`config.mk`:
```
export PLATFORM = sky130hd
export DESIGN_NAME = mem_port_arbiter
export DESIGN_NICKNAME = d
export VERILOG_FILES = /design/src/rtl/otter_arb_pkg.sv /design/src/rtl/mux_2t1_nb.sv /design/src/rtl/mem_port_arbiter.sv
export SDC_FILE = /design/constraint.sdc
export NUM_CORES = 1
export LEC_CHECK = 0
export BUFFER_PORTS_ARGS = -buffer_cell sky130_fd_sc_hd__buf_2
export CAP_MARGIN = 20
export CELL_PAD_IN_SITES_DETAIL_PLACEMENT = 0
export CELL_PAD_IN_SITES_GLOBAL_PLACEMENT = 1
export CORE_MARGIN = 2
export CORE_UTILIZATION = 36
export DETAILED_ROUTE_END_ITERATION = 12
export PLACE_DENSITY_LB_ADDON = 0.1
export SYNTH_ARGS = -nofsm -noshare
export SYNTH_HDL_FRONTEND = slang
export SYNTH_SLANG_ARGS = --single-unit
```
`constraint.sdc`:
```
create_clock -name CLK -period 2.65 [get_ports CLK]
set_input_delay 0.265 -clock CLK [delete_from_list [all_inputs] [get_ports CLK]]
set_output_delay 0.265 -clock CLK [all_outputs]
set_load 0.01 [all_outputs]
```
`src/rtl/otter_arb_pkg.sv`:
```
// Shared types and constants for the memory-port arbiter.
package otter_arb_pkg;

  typedef enum logic [1:0] {
    IDLE = 2'd0,
    BUSY = 2'd1,
    RESP = 2'd2
  } arb_state_t;

  localparam int TMO_DEFAULT = 15;
  localparam int CNT_W       = 8;

endpackage

```
`src/rtl/mux_2t1_nb.sv`:
```
// n-bit two-to-one multiplexer.
module mux_2t1_nb #(
  parameter int n = 32
) (
  input  logic         i_sel,
  input  logic [n-1:0] i_d0,
  input  logic [n-1:0] i_d1,
  output logic [n-1:0] o_d
);

  assign o_d = i_sel ? i_d1 : i_d0;

endmodule

```
`src/rtl/mem_port_arbiter.sv`:
```
// Two-requester arbiter for a single memory port with a BUSY-cycle timeout.
// Define MEM_ARB_ROUND_ROBIN_EN for round-robin ties; default is fixed priority (REQ1 wins).
module mem_port_arbiter
  import otter_arb_pkg::*;
#(
  parameter int n   = 32,
  parameter int TMO = TMO_DEFAULT
) (
  input  logic         CLK,
  input  logic         RST,
  input  logic         REQ0,
  input  logic [n-1:0] ADDR0,
  input  logic         REQ1,
  input  logic [n-1:0] ADDR1,
  input  logic         MEM_RDY,
  output logic         SEL,
  output logic         MEM_VALID,
  output logic [n-1:0] MEM_ADDR,
  output logic         ACK0,
  output logic         ACK1,
  output logic         ERR
);

  // Counter holds the number of BUSY cycles already completed.
  localparam logic [CNT_W-1:0] TMO_LAST = CNT_W'(TMO - 1);

  arb_state_t       r_state;
  logic             r_sel;
  logic [n-1:0]     r_mem_addr;
  logic [CNT_W-1:0] r_cnt;
  logic             r_ack0;
  logic             r_ack1;
  logic             r_err;

  arb_state_t       w_state_nxt;
  logic             w_sel_nxt;
  logic [n-1:0]     w_addr_nxt;
  logic [CNT_W-1:0] w_cnt_nxt;
  logic             w_ack0_nxt;
  logic             w_ack1_nxt;
  logic             w_err_nxt;
  logic             w_win;
  logic             w_tmo;
  logic [n-1:0]     w_mux_out;

`ifdef MEM_ARB_ROUND_ROBIN_EN
  logic r_last;
  logic w_last_nxt;

  assign w_win = (REQ0 & REQ1) ? ~r_last : REQ1;
`else
  assign w_win = REQ1;
`endif

  mux_2t1_nb #(
    .n (n)
  ) u_addr_mux (
    .i_sel (w_win),
    .i_d0  (ADDR0),
    .i_d1  (ADDR1),
    .o_d   (w_mux_out)
  );

  assign w_tmo = (r_cnt == TMO_LAST);

  always_comb begin
    w_state_nxt = r_state;
    w_sel_nxt   = r_sel;
    w_addr_nxt  = r_mem_addr;
    w_cnt_nxt   = r_cnt;
    w_ack0_nxt  = 1'b0;
    w_ack1_nxt  = 1'b0;
    w_err_nxt   = 1'b0;
`ifdef MEM_ARB_ROUND_ROBIN_EN
    w_last_nxt  = r_last;
`endif
    case (r_state)
      IDLE: begin
        if (REQ0 | REQ1) begin
          w_state_nxt = BUSY;
          w_sel_nxt   = w_win;
          w_addr_nxt  = w_mux_out;
          w_cnt_nxt   = '0;
`ifdef MEM_ARB_ROUND_ROBIN_EN
          w_last_nxt  = w_win;
`endif
        end
      end
      BUSY: begin
        w_cnt_nxt = r_cnt + CNT_W'(1);
        // A completion on the timeout cycle still counts as a clean completion.
        if (MEM_RDY || w_tmo) begin
          w_state_nxt = RESP;
          w_ack0_nxt  = ~r_sel;
          w_ack1_nxt  = r_sel;
          w_err_nxt   = ~MEM_RDY;
        end
      end
      RESP: begin
        w_state_nxt = IDLE;
      end
      default: begin
        w_state_nxt = IDLE;
      end
    endcase
  end

  always_ff @(posedge CLK or posedge RST) begin
    if (RST) begin
      r_state    <= IDLE;
      r_sel      <= 1'b0;
      r_mem_addr <= '0;
      r_cnt      <= '0;
      r_ack0     <= 1'b0;
      r_ack1     <= 1'b0;
      r_err      <= 1'b0;
`ifdef MEM_ARB_ROUND_ROBIN_EN
      r_last     <= 1'b1;
`endif
    end else begin
      r_state    <= w_state_nxt;
      r_sel      <= w_sel_nxt;
      r_mem_addr <= w_addr_nxt;
      r_cnt      <= w_cnt_nxt;
      r_ack0     <= w_ack0_nxt;
      r_ack1     <= w_ack1_nxt;
      r_err      <= w_err_nxt;
`ifdef MEM_ARB_ROUND_ROBIN_EN
      r_last     <= w_last_nxt;
`endif
    end
  end

  assign SEL       = r_sel;
  assign MEM_VALID = (r_state == BUSY);
  assign MEM_ADDR  = r_mem_addr;
  assign ACK0      = r_ack0;
  assign ACK1      = r_ack1;
  assign ERR       = r_err;

endmodule

```
# Word level (Yosys, flattened, before mapping)
# Index checks and enable logic that the tools add are counted.
word_totals:
  in_bits: 69
  elab_cells: 33
  ff_bits: 46
op_classes:
  reduce_logical: 6
  bitwise: 3
  n_eq_ne: 4
  muxes: 12
  add_sub_neg: 1
op_table:
  columns: ["operator", "count"]
  rows:
  - ["32-bit 2-to-1 mux", 1]
  - ["8-bit case mux with 2 select lines", 1]
  - ["8-bit by 1-bit adder with 8-bit output (second input constant)", 1]
  - ["8-bit by 4-bit equality test with 1-bit output (second input constant)", 1]
  - ["8-bit 2-to-1 mux", 1]
  - ["1-bit 2-to-1 mux", 6]
  - ["2-bit AND reduction", 3]
  - ["2-bit 2-to-1 mux", 2]
  - ["2-bit case mux with 2 select lines", 1]
  - ["2-bit by 1-bit equality test with 1-bit output (second input constant)", 1]
  - ["2-bit zero test", 1]
  - ["2-bit by 1-bit != test with 1-bit output (second input constant)", 1]
  - ["2-bit != test (second input constant)", 1]
  - ["1-bit NOT", 2]
  - ["2-bit nonzero test", 1]
  - ["1-bit logical OR", 1]
  - ["1-bit OR", 1]

# Logic depth before layout (Yosys ltp)
# Gate-level depths: netlist (run 1).
logic_depth:
  depth_word: 4
  depth_mapped: 6

# Modules after synthesis
# A second synthesis (run 1) with hierarchy kept.
unflattened:
  cells_unflattened: 236
  area_unflattened_um2: 2408.6
by_module_without_submodules:
  columns: ["mod", "area_per_inst_um2", "instances", "cells_per_inst"]
  rows:
  - ["mem_port_arbiter", 1864.3, 1, 200]
  - ["mux_2t1_nb", 544.3, 1, 36]

# Least setup slack after synthesis (run 1)
# OpenSTA, ideal clock, no wires.
synth_timing:
  path_type: "reg-to-reg"
  start: "register r_cnt[0]"
  end: "register r_cnt[6]"
  arrival_ns: 1.119
  n_path_buf: 0
  setup_time_ns: 0.126
  period_less_slack_ns: 1.246
  path_slack_ns: 1.404
  path_stages_with_launch: 6
  cell_sequence: "dfrtp_1 -> ha_1 -> and3_1 -> nand3_1 -> xor2_1 -> o22ai_1"
synth_between:
  elab_chain_cells: 2
synth_rtl:
  columns: ["element", "line_no", "rtl"]
  rows:
  - ["start, declared", "mem_port_arbiter.sv:30", "logic [CNT_W-1:0] r_cnt;"]
  - ["start signal, assigned", "mem_port_arbiter.sv:124", "r_cnt <= w_cnt_nxt;"]
  - ["8-bit by 1-bit adder with 8-bit output", "mem_port_arbiter.sv:90", "w_cnt_nxt = r_cnt + CNT_W'(1);"]
  - ["8-bit case mux with 2 select lines", "mem_port_arbiter.sv:77", "case (r_state)"]
# No other way between the ends.
# A chain may end at the register's enable or synchronous reset.

# Final worst setup path (run 1)
layout_timing:
  start: "register r_state[1]"
  end: "output MEM_VALID"
layout_between:
  elab_chain_cells: 1
layout_rtl:
  columns: ["element", "line_no", "rtl"]
  rows:
  - ["start, declared", "mem_port_arbiter.sv:27", "arb_state_t r_state;"]
  - ["start signal, assigned", "mem_port_arbiter.sv:121", "r_state <= w_state_nxt;"]
  - ["2-bit by 1-bit equality test with 1-bit output", "mem_port_arbiter.sv:135", "assign MEM_VALID = (r_state == BUSY);"]
  - ["end, declared", "mem_port_arbiter.sv:17", "output logic MEM_VALID,"]
# No other way between the ends.

==> results of run 1 <==
## cells by family (layout without fill, tap and decap cells)
family / after synthesis / count (layout) / share of synthesized area [%]
buffers and inverters: 16 / 120 / 4.292
flip-flops: 46 / 46 / 54.09
adder cells (fa/ha/maj): 2 / 2 / 1.176
XOR/XNOR: 2 / 2 / 0.8232
multiplexers: 33 / 33 / 15.52
AO/OA/AOI/OAI: 49 / 49 / 12.35
AND/OR/NAND/NOR: 56 / 56 / 11.76
## synth_stat cells, types with 2 or more instances
master and count:
and3_1 3, buf_2 4, buf_4 5, clkbuf_1 2, dfrtp_1 46, ha_1 2
inv_1 3, mux2i_1 33, nand2_1 41, nand3_1 2, nor2_1 2, o21a_1 2
o21ai_0 38, o21ai_1 3, o22ai_1 2, o31ai_1 2, xor2_1 2
## layer usage
layer	global-route usage [%]	part of all wire, %	vias to the layer above
met5	0	0	-
met4	6.780	2.4	0
met3	4.444	7.6	11
met2	26.20	46	66
met1	20.14	44	764
li1	-	-	907
## sequential cells by signal, summed over array words and instances (netlist names)
signal    cells
MEM_ADDR     32
r_cnt         8
r_state       2
ACK0          1
ACK1          1
ERR           1
SEL           1
## what timing repair did
item	CTS	global route
endpoints found under the setup margin	0	0
hold endpoints to repair	0	6
hold buffers	0	1
## power groups by stage
stage          registers, uW  clock network (uW)  logic, uW
3_5_place_dp            1160                   0       1030
6_report                1150                 407       1010
2_1_floorplan           1280                   0        500
3_3_place_gp            1160                   0       1020
5_1_grt                 1190                 455       1160
4_1_cts                 1150                 434       1030
## final cells by class
cell class	instances	area, um^2	area share (%)
Clock buffer	6	72.57	2.585
Clock inverter	1	7.507	0.2674
Sequential cell	46	1151	41.00
Multi-Input combinational cell	142	897.1	31.95
Tap cell	75	93.84	3.342
Timing Repair Buffer	109	570.5	20.32
Inverter	4	15.01	0.5348
## worst max path at each step
stage               slack, ns        from  cells after the start         to
CTS                      0.96  r_state[1]                      3  MEM_VALID
global route             0.88  r_state[1]                      3  MEM_VALID
detailed placement       0.96        REQ1                      4   r_cnt[4]
finish                   0.96  r_state[1]                      3  MEM_VALID
global placement         0.96        REQ1                      4   r_cnt[5]
floorplan                1.30         RST                      1       ACK0
## stage by stage
step           hold WS [ns]  worst slack [ns]  power (uW)  instance area, um^2
6_report             0.1579            0.9640        2562                 2808
3_5_place_dp         0.4622            0.9572        2188                 2698
5_1_grt              0.1681            0.8808        2812                 2808
3_3_place_gp         0.4572            0.9576        2174                 2698
4_1_cts              0.1394            0.9576        2613                 2778
2_1_floorplan        0.3353             1.297        1776                 2128
==> results.ini, run 1 <==
[outcome]
status = finished clean

[timing]
period_minus_slack_ns = 1.686
tns_ns = 0
finalHoldViolations = 0
worst_clock_skew_ns = 0.004822
max_clock_freq_mhz = 593.1
worstMarginPinSlew_ns = 0.7008
setup_violations = 0
slew_headroom_pct = 52.88
fin_crit_sh_pct = 63.62
drv_slew = 0
rsz0062_at_grt = false

[hold_path]
hold_start = MEM_RDY
hold_end = ERR
hold_depth = 2
hold_class = input port to register

[synth]
synth_top_area_share_pct = 54.09
ys.flop_type = dfrtp_1
synth_top_area_cell = dfrtp_1
synth.distinct_cells = 29
syn-cell-area_mm2 = 0.002128
synth-edff-count = 0
ys_async_sr_fraction_pct = 100.0
syn_inst = 204
ys_seq_area_share_pct = 54.09
yosys_warnings = 0
synth_area_leaders = dfrtp_1, mux2i_1, o21ai_0
synth.net_count = 275
synth.avg_cell_area_um2 = 10.43
ys_seq_elements = 46

[clock_tree]
clk_pin_slew_ns = 0.08
postCtsSetupBuffers = 0
numCtsBuffers = 5
root_buffer = clkbuf_8
clock_latency_ns = 0.29
ctsResizeCount = 0
h-tree-depth = 2
clock_path_buffers = 2
cts_tree = yes
clock_sinks = 46

[critical_path]
critical_path_class = register to output port
r2r_end = r_cnt[7]
start_kind = register
rr_worst_depth = 5
cp_max_fo = 12
cp_slowest_cell = dfrtp_1
crit_family = flip-flops
r2r_start = r_state[1]
worst-path-buf-inv = 2
cp.required_ns = 2.38
critical_path_arrival_ns = 1.42
critical_path.max_stage_delay_ns = 0.41
rrSetupSlack_ns = 1.11
path_cells = nand2b_1 > inv_2 > buf_2
endpoint_kind = output port

[route]
avgRoutedWirePerCell_um = 12.45
postRouteAntennaNets = 0
first_pass_iters = 4
via_per_inst = 4.564
drcViolationCount = 0
vias = 1748
drtIter0Drc = 75
routed_wl_mm = 4.768

[power]
pwr-share-seq_pct = 44.7
leakage_uw = 0.001502
comb_power_share_pct = 39.4
power_per_cell_area_mw_per_mm2 = 912.4
clkPwrFrac_pct = 15.9
p_int_uw = 1577
power_switching_uw = 985.2
power.share.switching_pct = 38.46
peakVddDrop_mv = 0.3375

[place]
gp_congestion = 0.7629
dp_hpwl_mm = 3.456
port_buffers = 105
dp_cells = 374

[final_layout]
layoutNonFillerInstCount = 383
num-nets-final = 379
layout-drive-gt1-share_pct = 38.64
fillCellCount = 605
antenna_cells = 0
mostFrequentLayoutCells = buf_2, dfrtp_1, nand2_1
area_growth_pct = 31.92
final_util_pct = 48.28
final_common_cell = buf_2

[grt]
antenna_found_initial = 0
grt_use_total_pct = 16.10
grt_overflow = 0
grt_max_degree = 65
grt_pass1_vias = 1694
grt_pass1_wl_mm = 7.997

[floorplanning]
fp-row-count = 28
die_height_um = 80.89
die_area_mm2 = 0.006543
io_pins = 106
die_w_um = 80.89
initial_utilization_pct = 36.60
fp.coreArea_mm2 = 0.005816

[run]
maxCapViolCount = 0

(Power assumes the default switching activity.)
==> run 2: changes to the inputs <==
--- a/config.mk
+++ b/config.mk
@@ -5,12 +5,13 @@
 export SDC_FILE = /design/constraint.sdc
 export NUM_CORES = 1
 export LEC_CHECK = 0
+export ABC_AREA = 1
 export BUFFER_PORTS_ARGS = -buffer_cell sky130_fd_sc_hd__buf_2
 export CAP_MARGIN = 20
 export CELL_PAD_IN_SITES_DETAIL_PLACEMENT = 0
 export CELL_PAD_IN_SITES_GLOBAL_PLACEMENT = 1
 export CORE_MARGIN = 2
-export CORE_UTILIZATION = 36
+export CORE_UTILIZATION = 29
 export DETAILED_ROUTE_END_ITERATION = 12
 export PLACE_DENSITY_LB_ADDON = 0.1
 export SYNTH_ARGS = -nofsm -noshare
==> constraint.sdc (replaced) <==
create_clock -name CLK -period 1.51 [get_ports CLK]
set_input_delay 0.151 -clock CLK [delete_from_list [all_inputs] [get_ports CLK]]
set_output_delay 0.151 -clock CLK [all_outputs]
set_load 0.01 [all_outputs]
==> run 2 against run 1 <==
  * Design area rose by 7.7%
  * Non-clock buffer count up 4
  * Die area grew 32%
  * Worst hold slack lost 0.11 ns
  * Synthesized cell count grew 42%
  * Via count is 23% higher
  * Clock-buffer cell count is 1 higher
  * Cell count is 30% higher
  * Sequential share of layout area down 2.9 points
  * Combinational power grew 110%
  * Sequential power is 77% higher
  * Power grew 91%
  * Critical path type unchanged
  * Critical endpoint unchanged
  * Largest cell class unchanged
  * Highest routed layer unchanged
==> results.ini, run 2 <==
[outcome]
status = finished clean

[route]
avgRoutedWirePerCell_um = 11.65
via_per_inst = 4.311
routed_wl_mm = 5.815
drcViolationCount = 0
postRouteAntennaNets = 0
first_pass_iters = 4
drtIter0Drc = 93
vias = 2151

[timing]
setup_ws_ns = 0.1634
setup_violations = 0
fin_crit_sh_pct = 89.18
finalHoldViolations = 0
worst_clock_skew_ns = 0.002835
worstMarginPinSlew_ns = 0.4640
tns_ns = 0
period_minus_slack_ns = 1.347
rsz0062_at_grt = false
max_clock_freq_mhz = 742.6
drv_slew = 0
slew_headroom_pct = 69.02

[final_layout]
final_common_cell = nand2_1
multi_input_area_um2 = 875.8
antenna_cells = 0
regArea_mm2 = 0.001151
fillCellCount = 837
mostFrequentLayoutCells = nand2_1, buf_2, dfrtp_1
layout-drive-gt1-share_pct = 31.49
num-nets-final = 467
area_growth_pct = 32.24
layoutNonFillerInstCount = 499
largest_reg_flops = 32

[synth]
syn-cell-area_mm2 = 0.002286
ys.flop_type = dfrtp_1
syn_inst = 290
ys_seq_area_share_pct = 50.36
yosysMostFrequentCell = nand2_1
synth.distinct_cells = 21
ys_async_sr_fraction_pct = 100.0
yosys_warnings = 0
synth_area_leaders = dfrtp_1, nand2_1, o211ai_1
synth_common_cells = nand2_1, dfrtp_1, inv_1
synth.net_count = 361
synth-edff-count = 0
synth_top_area_share_pct = 50.36
ys_seq_elements = 46
synth_top_area_cell = dfrtp_1
synth.avg_cell_area_um2 = 7.883

[hold_path]
hold_class = input port to register
hold_start = MEM_RDY
hold_end = ERR
hold_depth = 2

[floorplanning]
die_area_mm2 = 0.008609
fp.coreArea_mm2 = 0.007687
initial_utilization_pct = 29.74
die_height_um = 92.79
fp-row-count = 32
io_pins = 106
die_w_um = 92.79

[grt]
grt_overflow = 0
grt_use_total_pct = 13.79
use_met1_pct = 17.38
grt_util_met3_pct = 3.824
grt_pass1_vias = 2028
gr-usage-met2_pct = 22.89
antenna_found_initial = 0
grt_max_degree = 43
grt_pass1_wl_mm = 9.453
top_usage_layer = met2

[critical_path]
endpoint_kind = output port
cp.required_ns = 1.36
rr_worst_depth = 6
r2r_start = r_state[1]
critical_path_arrival_ns = 1.20
cp_max_fo = 9
r2r_end = MEM_ADDR[10]
start_kind = register
critical_path_class = register to output port
rrSetupSlack_ns = 0.26

[run]
maxCapViolCount = 0

[place]
dp_cells = 490
gp_congestion = 0.7604
dp_hpwl_mm = 4.250
port_buffers = 105
dp_slack_ns = 0.2431

[clock_tree]
numCtsBuffers = 5
cts_tree = yes
clk_pin_slew_ns = 0.08
clock_sinks = 46
clock_path_buffers = 2
postCtsSetupBuffers = 0
h-tree-depth = 2
clock_latency_ns = 0.29
root_buffer = clkbuf_8

[power]
leakage_uw = 0.001756
peakVddDrop_mv = 0.5856
power_per_cell_area_mw_per_mm2 = 1615

==> run 2: cell count changes after synthesis, moves of 3 or more <==
cell	change
and3_1	-3
inv_1	+42
mux2i_1	-33
nand2_1	+73
nand3_1	+7
nor2_1	+8
o211ai_1	+32
o21ai_0	-33
==> run 2: worst max path at each step <==
stage	from	end	slack (ns)	cells after the start
after floorplan	RST	ACK0	0.27	1
after global placement	r_state[1]	MEM_ADDR[31]	0.29	6
after detailed placement	r_state[0]	MEM_ADDR[29]	0.24	6
after CTS	r_state[1]	MEM_VALID	0.14	4
after global routing	r_state[1]	MEM_VALID	0.05	4
final	r_state[1]	MEM_VALID	0.16	4
==> run 2: metrics by stage <==
step           hold WS [ns]  util, %  cell area (um^2)  total power, uW
6_report            0.04601    39.32              3023             4883
5_1_grt             0.04717    39.32              3023             5332
4_1_cts             0.03719    39.32              3023             5008
3_5_place_dp         0.2070    38.00              2922             4187
3_3_place_gp         0.1938    38.00              2922             4174
2_1_floorplan        0.2237        -              2286             3319
==> run 2: what timing repair did <==
action | in CTS | in global routing
endpoints found under the setup margin | 0 | 0
resized for setup | 0 | 0
hold buffers | 1 | 0
endpoints found under the hold margin | 18 | 0
==> run 2: routing by layer <==
layer | wire, um | up-vias
met5 | 0 | -
met4 | 63 | 0
met3 | 384 | 5
met2 | 2919 | 60
met1 | 2448 | 969
li1 | - | 1117
==> run 2: final cells by class <==
type | count | share of cell area, %
Multi-Input combinational cell | 183 | 28.97
Sequential cell | 46 | 38.08
Clock inverter | 1 | 0.1656
Tap cell | 102 | 4.222
Inverter | 47 | 5.836
Clock buffer | 7 | 2.856
Timing Repair Buffer | 113 | 19.87
==> run 2: logic make-up after synthesis <==
group	count (synthesis)	share of synthesized area, %
AND/OR/NAND/NOR	139	23.92
AO/OA/AOI/OAI	42	12.97
flip-flops	46	50.36
adder cells (fa/ha/maj)	2	1.095
buffers and inverters	61	11.66
==> run 2: critical path, stage by stage, from the launching register on <==
cell and delay, ns:
dfrtp_1 0.39, inv_1 0.07, nand2_2 0.12, inv_2 0.16
buf_2 0.15
==> run 2: where the power goes <==
part / internal (uW) / total [uW] / switching (uW)
clock network: 370 / 777 / 407
logic: 826 / 2080 / 1250
registers: 1750 / 2030 / 282
==> run 3: changes to the inputs <==
--- a/config.mk
+++ b/config.mk
@@ -14,6 +14,7 @@
 export CORE_UTILIZATION = 29
 export DETAILED_ROUTE_END_ITERATION = 12
 export PLACE_DENSITY_LB_ADDON = 0.1
+export REMOVE_ABC_BUFFERS = 1
 export SYNTH_ARGS = -nofsm -noshare
 export SYNTH_HDL_FRONTEND = slang
 export SYNTH_SLANG_ARGS = --single-unit
==> run 3 against run 2 <==
  * First-iteration DRC count grew 24%
  * Via count decreased by 2.2%
  * Worst hold slack worse by 0.023 ns
  * Utilization grew 0.16 points
  * Flip-flop and latch count unchanged
  * Clock power barely moved
==> results.ini, run 3 (same netlist as run 2, synthesis figures left out) <==
[power]
leakage_uw = 0.001761
power_per_cell_area_mw_per_mm2 = 1618
peakVddDrop_mv = 0.6080
power.total_uw = 4912

[route]
avgRoutedWirePerCell_um = 11.83
via_per_inst = 4.214
routed_wl_mm = 5.904
postRouteAntennaNets = 0
vias = 2103
first_pass_iters = 4
drtIter0Drc = 115
drcViolationCount = 0

[timing]
rsz0062_at_grt = false
slew_headroom_pct = 73.37
tns_ns = 0
fin_crit_sh_pct = 89.44
setup_violations = 0
finalHoldViolations = 0
worst_clock_skew_ns = 0.01101
drv_slew = 0
worstMarginPinSlew_ns = 0.3989
max_clock_freq_mhz = 740.4
period_minus_slack_ns = 1.351

[clock_tree]
root_buffer = clkbuf_8
clock_sinks = 46
cts_tree = yes
postCtsSetupBuffers = 0
h-tree-depth = 2
clock_latency_ns = 0.30
clock_path_buffers = 2
numCtsBuffers = 5
clk_pin_slew_ns = 0.09

[place]
dp_hpwl_mm = 4.427
dp_cells = 490
port_buffers = 105
gp_congestion = 0.7456

[final_layout]
regArea_mm2 = 0.001151
fillCellCount = 865
mostFrequentLayoutCells = nand2_1, buf_2, dfrtp_1
multi_input_area_um2 = 875.8
largest_reg_flops = 32
area_growth_pct = 32.79
layoutNonFillerInstCount = 499
final_common_cell = nand2_1
layout-drive-gt1-share_pct = 31.49
antenna_cells = 0
num-nets-final = 467

[floorplanning]
fp-row-count = 32
io_pins = 106
die_height_um = 92.79
fp.coreArea_mm2 = 0.007687
die_area_mm2 = 0.008609
die_w_um = 92.79
initial_utilization_pct = 29.74

[critical_path]
cp_max_fo = 9
worst-path-buf-inv = 3
critical_path_arrival_ns = 1.20
critical_path_class = register to output port
cp_slowest_cell = dfrtp_1
crit_family = flip-flops
endpoint_kind = output port
cp.required_ns = 1.36
critical_path.max_stage_delay_ns = 0.40
start_kind = register
path_cells = inv_1 > nand2_2 > inv_2 > buf_2

[hold_path]
hold_class = input port to register

[grt]
grt_pass1_vias = 2042
grt_overflow = 0
antenna_found_initial = 0
grt_pass1_wl_mm = 10.09
grt_use_total_pct = 14.72
grt_max_degree = 66

[run]
maxCapViolCount = 0

[outcome]
status = finished clean

run 3: power breakdown:
part	switching (uW)	internal (uW)
clock network	406	370
registers	282	1750
logic	1280	832
total	1960	2950
run 3: worst paths after layout:
check	from	to	slack (ns)	cells after the start
min reg2reg	SEL	ACK0	0.45	1
max	r_state[1]	MEM_VALID	0.16	4
min in group asynchronous	RST	r_cnt[6]	0.37	3
max reg2reg	r_state[1]	MEM_ADDR[26]	0.24	6
max in group asynchronous	RST	MEM_ADDR[10]	0.55	4
min	MEM_RDY	ERR	0.02	2
run 3: metrics by stage:
step | area, um^2 | worst slack (ns) | util, % | hold WS (ns)
after detailed placement | 2934 | 0.2317 | 38.17 | 0.1678
after CTS | 3035 | 0.1421 | 39.49 | 0.01422
after floorplan | 2196 | -0.2127 | - | 0.2237
after global placement | 2934 | 0.2834 | 38.17 | 0.1634
final | 3035 | 0.1594 | 39.49 | 0.02311
after global routing | 3035 | 0.07258 | 39.49 | 0.02857
run 3: what timing repair did:
action	CTS	global route
hold buffers	1	0
resized for setup	0	0
endpoints found under the hold margin	14	0
run 3: routing by layer:
metal / GRT usage, % / share of wire, %
met1: 20.33 / 48
met2: 22.71 / 44
met3: 3.336 / 6.2
met4: 5.025 / 1.8
met5: 0 / 0
run 3: final cells by class:
cell class,count,share of cell area (%)
Inverter,47,5.812
Clock buffer,7,2.844
Multi-Input combinational cell,183,28.85
Timing Repair Buffer,113,20.20
Sequential cell,46,37.92
Clock inverter,1,0.1649
Tap cell,102,4.204
run 3: worst reg2reg max path, stage by stage, from the launching register on:
cell and delay [ns]:
dfrtp_1 0.40, nor2_2 0.18, o21ai_4 0.13, inv_2 0.07
buf_4 0.22, o211ai_1 0.13, nand2_1 0.07
